`src/rtl/arbitro_memoria_jogadas_pkg.sv`:
```
// Shared definitions for the sequence-memory arbiter: state codes, debug widths
// and the helper that extracts one requester's slice from a packed bus.
package arbitro_memoria_jogadas_pkg;

    localparam int unsigned ESTADO_W    = 3;
    localparam int unsigned DONO_W      = 2;
    localparam int unsigned VETOR_MAX_W = 64;
    localparam int unsigned FATIA_MAX_W = 16;

    typedef enum logic [ESTADO_W-1:0] {
        OCIOSO = 3'd0,
        POSSE  = 3'd1,
        LIBERA = 3'd2
    } estado_t;

    // Returns field 'indice' of width 'largura' from a packed vector (zero-extended).
    function automatic logic [FATIA_MAX_W-1:0] fatia(
        input logic [VETOR_MAX_W-1:0] vetor,
        input int unsigned            largura,
        input int unsigned            indice
    );
        logic [VETOR_MAX_W-1:0] desl;
        logic [VETOR_MAX_W-1:0] mascara;
        desl    = vetor >> (indice * largura);
        mascara = (VETOR_MAX_W'(1) << largura) - VETOR_MAX_W'(1);
        return FATIA_MAX_W'(desl & mascara);
    endfunction

endpackage

```
`src/rtl/arbitro_memoria_jogadas_seletor_round_robin.sv`:
```
// Combinational winner selection among the active requests.
// Default: round robin, scanning from ultimo+1 modulo NREQ.
// With ARBITRO_PRIORIDADE_FIXA_EN defined: fixed priority, lowest index wins.
// Ports:
//   req        in   per-requester request level
//   ultimo     in   index of the last owner
//   vencedor_c out  index of the selected requester
//   valido_c   out  at least one request is active
module arbitro_memoria_jogadas_seletor_round_robin
    import arbitro_memoria_jogadas_pkg::*;
#(
    parameter int unsigned NREQ = 2
) (
    input  logic [NREQ-1:0]   req,
    input  logic [DONO_W-1:0] ultimo,
    output logic [DONO_W-1:0] vencedor_c,
    output logic              valido_c
);

`ifdef ARBITRO_PRIORIDADE_FIXA_EN
    logic [DONO_W-1:0] unused_ultimo;
    assign unused_ultimo = ultimo;

    // Descending scan so the lowest active index is the last assignment.
    always_comb begin
        vencedor_c = '0;
        valido_c   = 1'b0;
        for (int i = int'(NREQ) - 1; i >= 0; i--) begin
            if (req[i]) begin
                vencedor_c = DONO_W'(i);
                valido_c   = 1'b1;
            end
        end
    end
`else
    int unsigned dist_c;
    int unsigned melhor_c;

    // Distance from ultimo+1 (mod NREQ); the smallest distance wins,
    // so the previous owner has the lowest priority.
    always_comb begin
        vencedor_c = '0;
        valido_c   = 1'b0;
        dist_c     = 0;
        melhor_c   = NREQ;
        for (int unsigned i = 0; i < NREQ; i++) begin
            dist_c = (i + 2 * NREQ - 32'(ultimo) - 1) % NREQ;
            if (req[i] && (dist_c < melhor_c)) begin
                melhor_c   = dist_c;
                vencedor_c = DONO_W'(i);
                valido_c   = 1'b1;
            end
        end
    end
`endif

endmodule

```
`src/rtl/arbitro_memoria_jogadas.sv`:
```
// Arbiter for the shared sequence memory. Grants exclusive ownership to one
// requester at a time, muxes the owner's address/data/write-enable onto the
// memory port and forces release after MAX_POSSE consecutive owned cycles.
// Optional macro ARBITRO_PRIORIDADE_FIXA_EN selects fixed priority instead of
// round robin.
// Ports:
//   clock, reset        rising-edge clock, async active-low reset
//   req, rel, we_in     per-requester request level, release pulse, write enable
//   addr_in, data_in    packed per-requester address / write data
//   gnt                 one-hot grant
//   mem_we/addr/data    memory port
//   ocupado             high in POSSE and LIBERA
//   db_dono, db_estado  current/last owner, state code
//   db_timeout          sticky forced-release flag, cleared at the next grant
module arbitro_memoria_jogadas
    import arbitro_memoria_jogadas_pkg::*;
#(
    parameter int unsigned NREQ      = 2,
    parameter int unsigned ADDR_W    = 4,
    parameter int unsigned DATA_W    = 4,
    parameter int unsigned MAX_POSSE = 64
) (
    input  logic                     clock,
    input  logic                     reset,
    input  logic [NREQ-1:0]          req,
    input  logic [NREQ-1:0]          rel,
    input  logic [NREQ-1:0]          we_in,
    input  logic [NREQ*ADDR_W-1:0]   addr_in,
    input  logic [NREQ*DATA_W-1:0]   data_in,
    output logic [NREQ-1:0]          gnt,
    output logic                     mem_we,
    output logic [ADDR_W-1:0]        mem_addr,
    output logic [DATA_W-1:0]        mem_data,
    output logic                     ocupado,
    output logic [DONO_W-1:0]        db_dono,
    output logic [ESTADO_W-1:0]      db_estado,
    output logic                     db_timeout
);

    localparam int unsigned CNT_W = $clog2(MAX_POSSE);

    estado_t             estado_q, estado_d;
    logic [DONO_W-1:0]   dono_q, dono_d;
    logic [DONO_W-1:0]   ultimo_q, ultimo_d;
    logic [CNT_W-1:0]    cnt_q, cnt_d;
    logic                timeout_q, timeout_d;
    logic [ADDR_W-1:0]   addr_q, addr_d;
    logic [DATA_W-1:0]   data_q, data_d;

    logic [DONO_W-1:0]   vencedor_c;
    logic                valido_c;
    logic                req_dono_c;
    logic                rel_dono_c;
    logic                we_dono_c;
    logic [ADDR_W-1:0]   addr_dono_c;
    logic [DATA_W-1:0]   data_dono_c;

    arbitro_memoria_jogadas_seletor_round_robin #(
        .NREQ (NREQ)
    ) u_seletor (
        .req        (req),
        .ultimo     (ultimo_q),
        .vencedor_c (vencedor_c),
        .valido_c   (valido_c)
    );

    // Current owner's view of the request buses.
    always_comb begin
        req_dono_c  = 1'(fatia(VETOR_MAX_W'(req),   1, 32'(dono_q)));
        rel_dono_c  = 1'(fatia(VETOR_MAX_W'(rel),   1, 32'(dono_q)));
        we_dono_c   = 1'(fatia(VETOR_MAX_W'(we_in), 1, 32'(dono_q)));
        addr_dono_c = ADDR_W'(fatia(VETOR_MAX_W'(addr_in), ADDR_W, 32'(dono_q)));
        data_dono_c = DATA_W'(fatia(VETOR_MAX_W'(data_in), DATA_W, 32'(dono_q)));
    end

    // State register.
    always_ff @(posedge clock or negedge reset) begin
        if (!reset) begin
            estado_q <= OCIOSO;
        end else begin
            estado_q <= estado_d;
        end
    end

    // Owner, round-robin pointer, hold counter and held memory-port values.
    always_ff @(posedge clock or negedge reset) begin
        if (!reset) begin
            dono_q    <= '0;
            ultimo_q  <= DONO_W'(NREQ - 1);
            cnt_q     <= '0;
            timeout_q <= 1'b0;
            addr_q    <= '0;
            data_q    <= '0;
        end else begin
            dono_q    <= dono_d;
            ultimo_q  <= ultimo_d;
            cnt_q     <= cnt_d;
            timeout_q <= timeout_d;
            addr_q    <= addr_d;
            data_q    <= data_d;
        end
    end

    // Next-state and datapath updates.
    always_comb begin
        estado_d  = estado_q;
        dono_d    = dono_q;
        ultimo_d  = ultimo_q;
        cnt_d     = cnt_q;
        timeout_d = timeout_q;
        addr_d    = addr_q;
        data_d    = data_q;
        case (estado_q)
            OCIOSO: begin
                if (valido_c) begin
                    dono_d    = vencedor_c;
                    cnt_d     = '0;
                    timeout_d = 1'b0;
                    estado_d  = POSSE;
                end
            end
            POSSE: begin
                addr_d = addr_dono_c;
                data_d = data_dono_c;
                cnt_d  = cnt_q + CNT_W'(1);
                // A voluntary release outranks the watchdog in the same cycle.
                if (rel_dono_c || !req_dono_c) begin
                    estado_d = LIBERA;
                end else if (cnt_q == CNT_W'(MAX_POSSE - 1)) begin
                    estado_d  = LIBERA;
                    timeout_d = 1'b1;
                end
            end
            LIBERA: begin
`ifndef ARBITRO_PRIORIDADE_FIXA_EN
                ultimo_d = dono_q;
`endif
                estado_d = OCIOSO;
            end
            default: begin
                estado_d = OCIOSO;
            end
        endcase
    end

    // Moore outputs; address/data pass through live only while owned.
    always_comb begin
        gnt      = '0;
        mem_we   = 1'b0;
        mem_addr = addr_q;
        mem_data = data_q;
        ocupado  = 1'b0;
        case (estado_q)
            POSSE: begin
                gnt      = NREQ'(1) << dono_q;
                mem_we   = we_dono_c;
                mem_addr = addr_dono_c;
                mem_data = data_dono_c;
                ocupado  = 1'b1;
            end
            LIBERA: begin
                ocupado = 1'b1;
            end
            default: begin
            end
        endcase
    end

    assign db_dono    = dono_q;
    assign db_estado  = estado_q;
    assign db_timeout = timeout_q;

endmodule

```
`config.mk`:
```
export PLATFORM = sky130hd
export DESIGN_NAME = arbitro_memoria_jogadas
export DESIGN_NICKNAME = d
export VERILOG_FILES = /design/src/rtl/arbitro_memoria_jogadas_pkg.sv /design/src/rtl/arbitro_memoria_jogadas_seletor_round_robin.sv /design/src/rtl/arbitro_memoria_jogadas.sv
export SDC_FILE = /design/constraint.sdc
export NUM_CORES = 1
export LEC_CHECK = 0
export CAP_MARGIN = 30
export CORE_MARGIN = 2
export CORE_UTILIZATION = 38
export CTS_CLUSTER_DIAMETER = 40
export DETAILED_ROUTE_END_ITERATION = 7
export HOLD_SLACK_MARGIN = 0.08
export PLACE_DENSITY = 0.75
export SYNTH_ARGS = -nofsm -noshare
export SYNTH_HDL_FRONTEND = slang
export SYNTH_SLANG_ARGS = --single-unit
```
`constraint.sdc`:
```
create_clock -name clock -period 1.7 [get_ports clock]
set_input_delay 0.255 -clock clock [delete_from_list [all_inputs] [get_ports clock]]
set_output_delay 0.255 -clock clock [all_outputs]
set_load 0.05 [all_outputs]
```
# Yosys cells after proc, flatten, opt, wreduce, memory -nomap -nowiden
# Index checks and enable logic that the tools add are counted.
dict set report word_totals {
  ff_bits 20
  inputBits 24
  output_inout_bits 18
  wordCells 57
}
dict set report classes {
  add_sub_neg 5
  magnitude_cmp 2
  eq_ne 7
  shift 6
  n_mux 19
  reduce_logical 11
}
# op n
set ops {}
lappend ops {{$shr 8x3->4} 2}
lappend ops {{$pmux 6 s2} 1}
lappend ops {{$mux 3} 3}
lappend ops {{$mux 1} 8}
lappend ops {{$mux 4} 2}
lappend ops {{$add 6x1->6 const B} 1}
lappend ops {{$eq 6x6->1 const B} 1}
lappend ops {{$mux 6} 1}
lappend ops {{$pmux 3 s2} 1}
lappend ops {{$reduce_and 2->1} 3}
lappend ops {{$shr 2x1->1} 3}
lappend ops {{$mux 2} 2}
lappend ops {{$ne 2x2->1 const B} 2}
lappend ops {{$reduce_and 4->1} 1}
lappend ops {{$eq 3x1->1 const B} 1}
lappend ops {{$eq 3x2->1 const B} 1}
lappend ops {{$logic_not 3->1} 1}
lappend ops {{$ne 3x3->1 const B} 1}
lappend ops {{$logic_and 1x1->1} 2}
lappend ops {{$lt 1x2->1} 1}
lappend ops {{$lt 1x2->1 const B} 1}
lappend ops {{$ne 2x1->1 const B} 1}
lappend ops {{$pmux 1 s2} 1}
lappend ops {{$reduce_bool 2->1} 1}
lappend ops {{6 further kinds} 8}

# Logic depth before layout (Yosys ltp)
dict set report depth {
  word_depth 10
  ltp_mapped 6
  ltp_nobuf 6
}

# Cells and area by module
# A second synthesis with hierarchy kept.
dict set report hier_totals {
  cells_unflattened 109
  area_unflattened_um2 1121.1
}
# mod instances cells_each area_per_inst_um2 seq_area_each_um2
set modules_own_cells {}
lappend modules_own_cells {arbitro_memoria_jogadas 1 105 1096.1 526.8}
lappend modules_own_cells {arbitro_memoria_jogadas_seletor_round_robin 1 4 25.0 0.0}

# Least setup slack after synthesis
# Ideal clock, no wire load.
dict set report synth_timing {
  kind {reg2out}
  from {reg estado_q[1] (netlist: db_estado[1])}
  to {out mem_addr[0]}
  arrival_ns 2.131
  slack_ns -0.686
  path_stages_with_launch 6
  path_buffers 1
  cell_sequence {dfrtp_1 -> inv_1 -> ha_1 -> clkbuf_1 -> nor2_1 -> a21oi_1}
}
dict set report synth_via {
  elab_chain_cells 2
}
# element line_no
set synth_lines {}
lappend synth_lines {{start, declared} arbitro_memoria_jogadas.sv:42} ;# estado_t estado_q, estado_d;
lappend synth_lines {{start signal, assigned} arbitro_memoria_jogadas.sv:81} ;# estado_q <= estado_d;
lappend synth_lines {{$eq 3x1->1} arbitro_memoria_jogadas.sv:153} ;# case (estado_q)
lappend synth_lines {{$mux 4} n/a}
lappend synth_lines {{end, declared} arbitro_memoria_jogadas.sv:32} ;# output logic [ADDR_W-1:0] mem_addr,
# No other way between the ends.

# Worst setup path after layout
dict set report layout_timing {
  from {reg estado_q[0] (netlist: db_estado[0])}
  to {out mem_addr[2]}
}
# Same word-level chain as after synthesis.

==> flow_summary.toml <==
[synth]
synth_ff_type = "dfrtp_1"
synth-edff-count = 0
yosysWarnings = 0
syn-cell-area_mm2 = 0.00105
synth.yosys.seq_area_share_pct = 45.5
ys_types = 30
syn_inst = 105
synth_seq_cells = 19
syn_avg_cell_area_um2 = 9.99
async_flop_share_pct = 100

[routing]
num_vias = 1015
drt-vias-per-instance = 5.13
antenna_left = 0
drtIter0Drc = 19
drc_errors = 0
routedWlPerCell_um = 15.8
wirelength_mm = 3.14
drt_first_pass_iters = 4

[final_layout]
fillers = 169
final_nets = 197
multi_input_area_um2 = 704
final_cell_mix = "clkdlybuf4s50_1, buf_4, dfrtp_1"
drive_gt1_share_pct = 49.1
final_common_cell = "clkdlybuf4s50_1"
diodes = 0
regArea_um2 = 483
area_delta_synth_final_pct = 93.4
final_area_mm2 = 0.00203

[grt]
grt_remaining_overflow = 0
antenna_found_initial = 0
grt_max_degree = 20
grt_pass1_vias = 1084
grt_usage_pct = 20.1
grt_first_pass_wirelength_mm = 5.02

[critical_path]
endpoint_kind = "primary output"
cp-start-kind = "flip-flop"
path_max_fanout = 8
crit_family = "flip-flops"
arrival_ns = 1.55
path_common_cell = "buf_12"
cp-startpoint = "db_estado[0]$_DFFE_PN0P_"
path_buf_inv = 2
slowest_stage = "dfrtp_2"
worstPathCellList = "ha_4 > buf_12 > nor2_1 > a21oi_4 > buf_12"
cp.required_ns = 1.44
worst_r2r_startpoint = "db_estado[0]$_DFFE_PN0P_"
worstSetupPathType = "flip-flop to primary output"
max_stage_delay_ns = 0.45

[sta]
final-hold-violation-count = 0
drv_slew = 0
worst_slack_ns = -0.102
hold_slack_ns = 0.268
setup_viol = 12
finalCriticalPeriod_ns = 1.80
clock_skew_ns = 0.00951
fmax_mhz = 555
period_share_pct = 106
rsz0062_at_grt = "true"

[clock_network]
numClockSinks = 19
clk_latency_ns = 0.31
cts_tree = "yes"
clkTransAtPathRegs_ns = 0.13
cts_buffers = 3
clk_path_buf_depth = 2
ctsHoldBuffers = 0
root_buffer = "clkbuf_4"
htree_levels = 1

[floorplanning]
start_util_pct = 39.0
std_cell_rows = 19
num_io_pins = 42
core_mm2 = 0.00269
die_h_um = 56.5
die_w_um = 56.5
die_area_mm2 = 0.00320

[outcome]
violations = "setup timing"
status = "finished with violations"

[placed_design]
port_buffers = 39
dpl_cell_area_mm2 = 0.00174
dp_hpwl_mm = 1.91
gp_congestion = 0.734

[power_and_ir_drop]
ir_worst_vdd_mv = 2.29
power_leakage_nw = 0.855
power_density_mw_per_mm2 = 2340

[run]
drv_cap = 0

[hold_path]
min_path_type = "input port to asynchronous set/reset pin"
==> through the flow <==
stage	total power, W	std cells	util (%)	TNS [ns]	setup WS (ns)
2_1_floorplan	0.00261	106	-	-0.00874	-0.00874
3_3_place_gp	0.00375	175	64.6	0	0.0587
3_5_place_dp	0.00381	175	64.6	0	0.0165
4_1_cts	0.00447	189	71.3	-0.779	-0.108
5_1_grt	0.00497	198	75.5	-1.36	-0.148
6_report	0.00475	198	75.5	-0.822	-0.102
==> cell usage after synthesis, drive strengths merged, types with 2 or more instances <==
| cell | n | area share, % |
|---|---|---|
| a21oi | 13 | 6.2 |
| a32o | 2 | 2.0 |
| buf | 4 | 2.4 |
| clkbuf | 2 | 0.72 |
| dfrtp | 18 | 43 |
| ha | 5 | 6.0 |
| inv | 4 | 1.4 |
| mux2 | 2 | 2.5 |
| mux2i | 11 | 11 |
| nand2 | 9 | 3.5 |
| nand3 | 2 | 0.95 |
| nor2 | 14 | 5.0 |
| nor3 | 2 | 0.95 |
| nor3b | 2 | 2.4 |
| o21ai | 6 | 3.6 |
==> layer usage <==
metal	routed length, um	global-route usage, %	vias to the layer above
met5	0	0	-
met4	32	2.38	0
met3	180	7.14	4
met2	1680	36.7	38
met1	1250	23.1	487
li1	-	-	486
==> path summary, 6_finish.rpt <==
check / endpoint / slack, ns / depth (start not counted)
worst max-delay path: mem_addr[2] / -0.10 / 5
worst min-delay path: addr_q[2]$_DFF_PN0_ / 0.27 / 2
worst max register to register: db_estado[0]$_DFFE_PN0P_ / -0.06 / 6
worst min register to register: cnt_q[0]$_DFFE_PN0P_ / 0.55 / 1
max in group asynchronous: ultimo_q[0]$_DFFE_PN1N_ / 1.16 / 2
min in group clock: cnt_q[0]$_DFFE_PN0P_ / 0.55 / 1
==> kinds of logic after synthesis <==
| logic type | count (synthesis) | share of synthesized area (%) |
|---|---|---|
| multiplexers | 13 | 13.0 |
| other | 1 | 0.358 |
| AND/OR/NAND/NOR | 32 | 15.3 |
| AO/OA/AOI/OAI | 25 | 15.4 |
| buffers and inverters | 10 | 4.53 |
| flip-flops | 19 | 45.5 |
| adder cells (fa/ha/maj) | 5 | 5.97 |
==> area by class of cell <==
class                   count  share of cell area, %
repair buffers             63                   36.7
multi-input cells          77                   34.7
flip-flops and latches     19                   23.8
well taps                  31                   1.91
inverters                   4                   1.36
clock buffers               3                   1.11
clock inverters             1                  0.370
==> power breakdown <==
part           leakage (nW)  switching (W)  internal [W]  total [W]
sequential            0.227       0.000193      0.000646   0.000838
clock                0.0139       0.000161     0.0000898   0.000251
combinational         0.615        0.00184       0.00182    0.00366
==> flip-flops by register name, summed over array words and instances, names as in the netlist <==
register    count
cnt_q           6
addr_q          4
data_q          4
db_estado       2
db_dono         1
db_timeout      1
ultimo_q        1
==> worst register-to-register path: stages, from the launching register on <==
cell	delay, ns
dfrtp_2	0.45
buf_4	0.16
inv_4	0.07
ha_4	0.14
or3b_4	0.43
o21ai_2	0.09
mux2_4	0.31
==> what timing repair did <==
item                       4_1_cts  5_1_grt
setup endpoints to repair       11       17
hold endpoints to repair         0        0
cloned                           1        0
buffers inserted                 9        9
gates resized for setup         16       11
pin swaps                        5        6
Power figures use the tool's default switching activity.
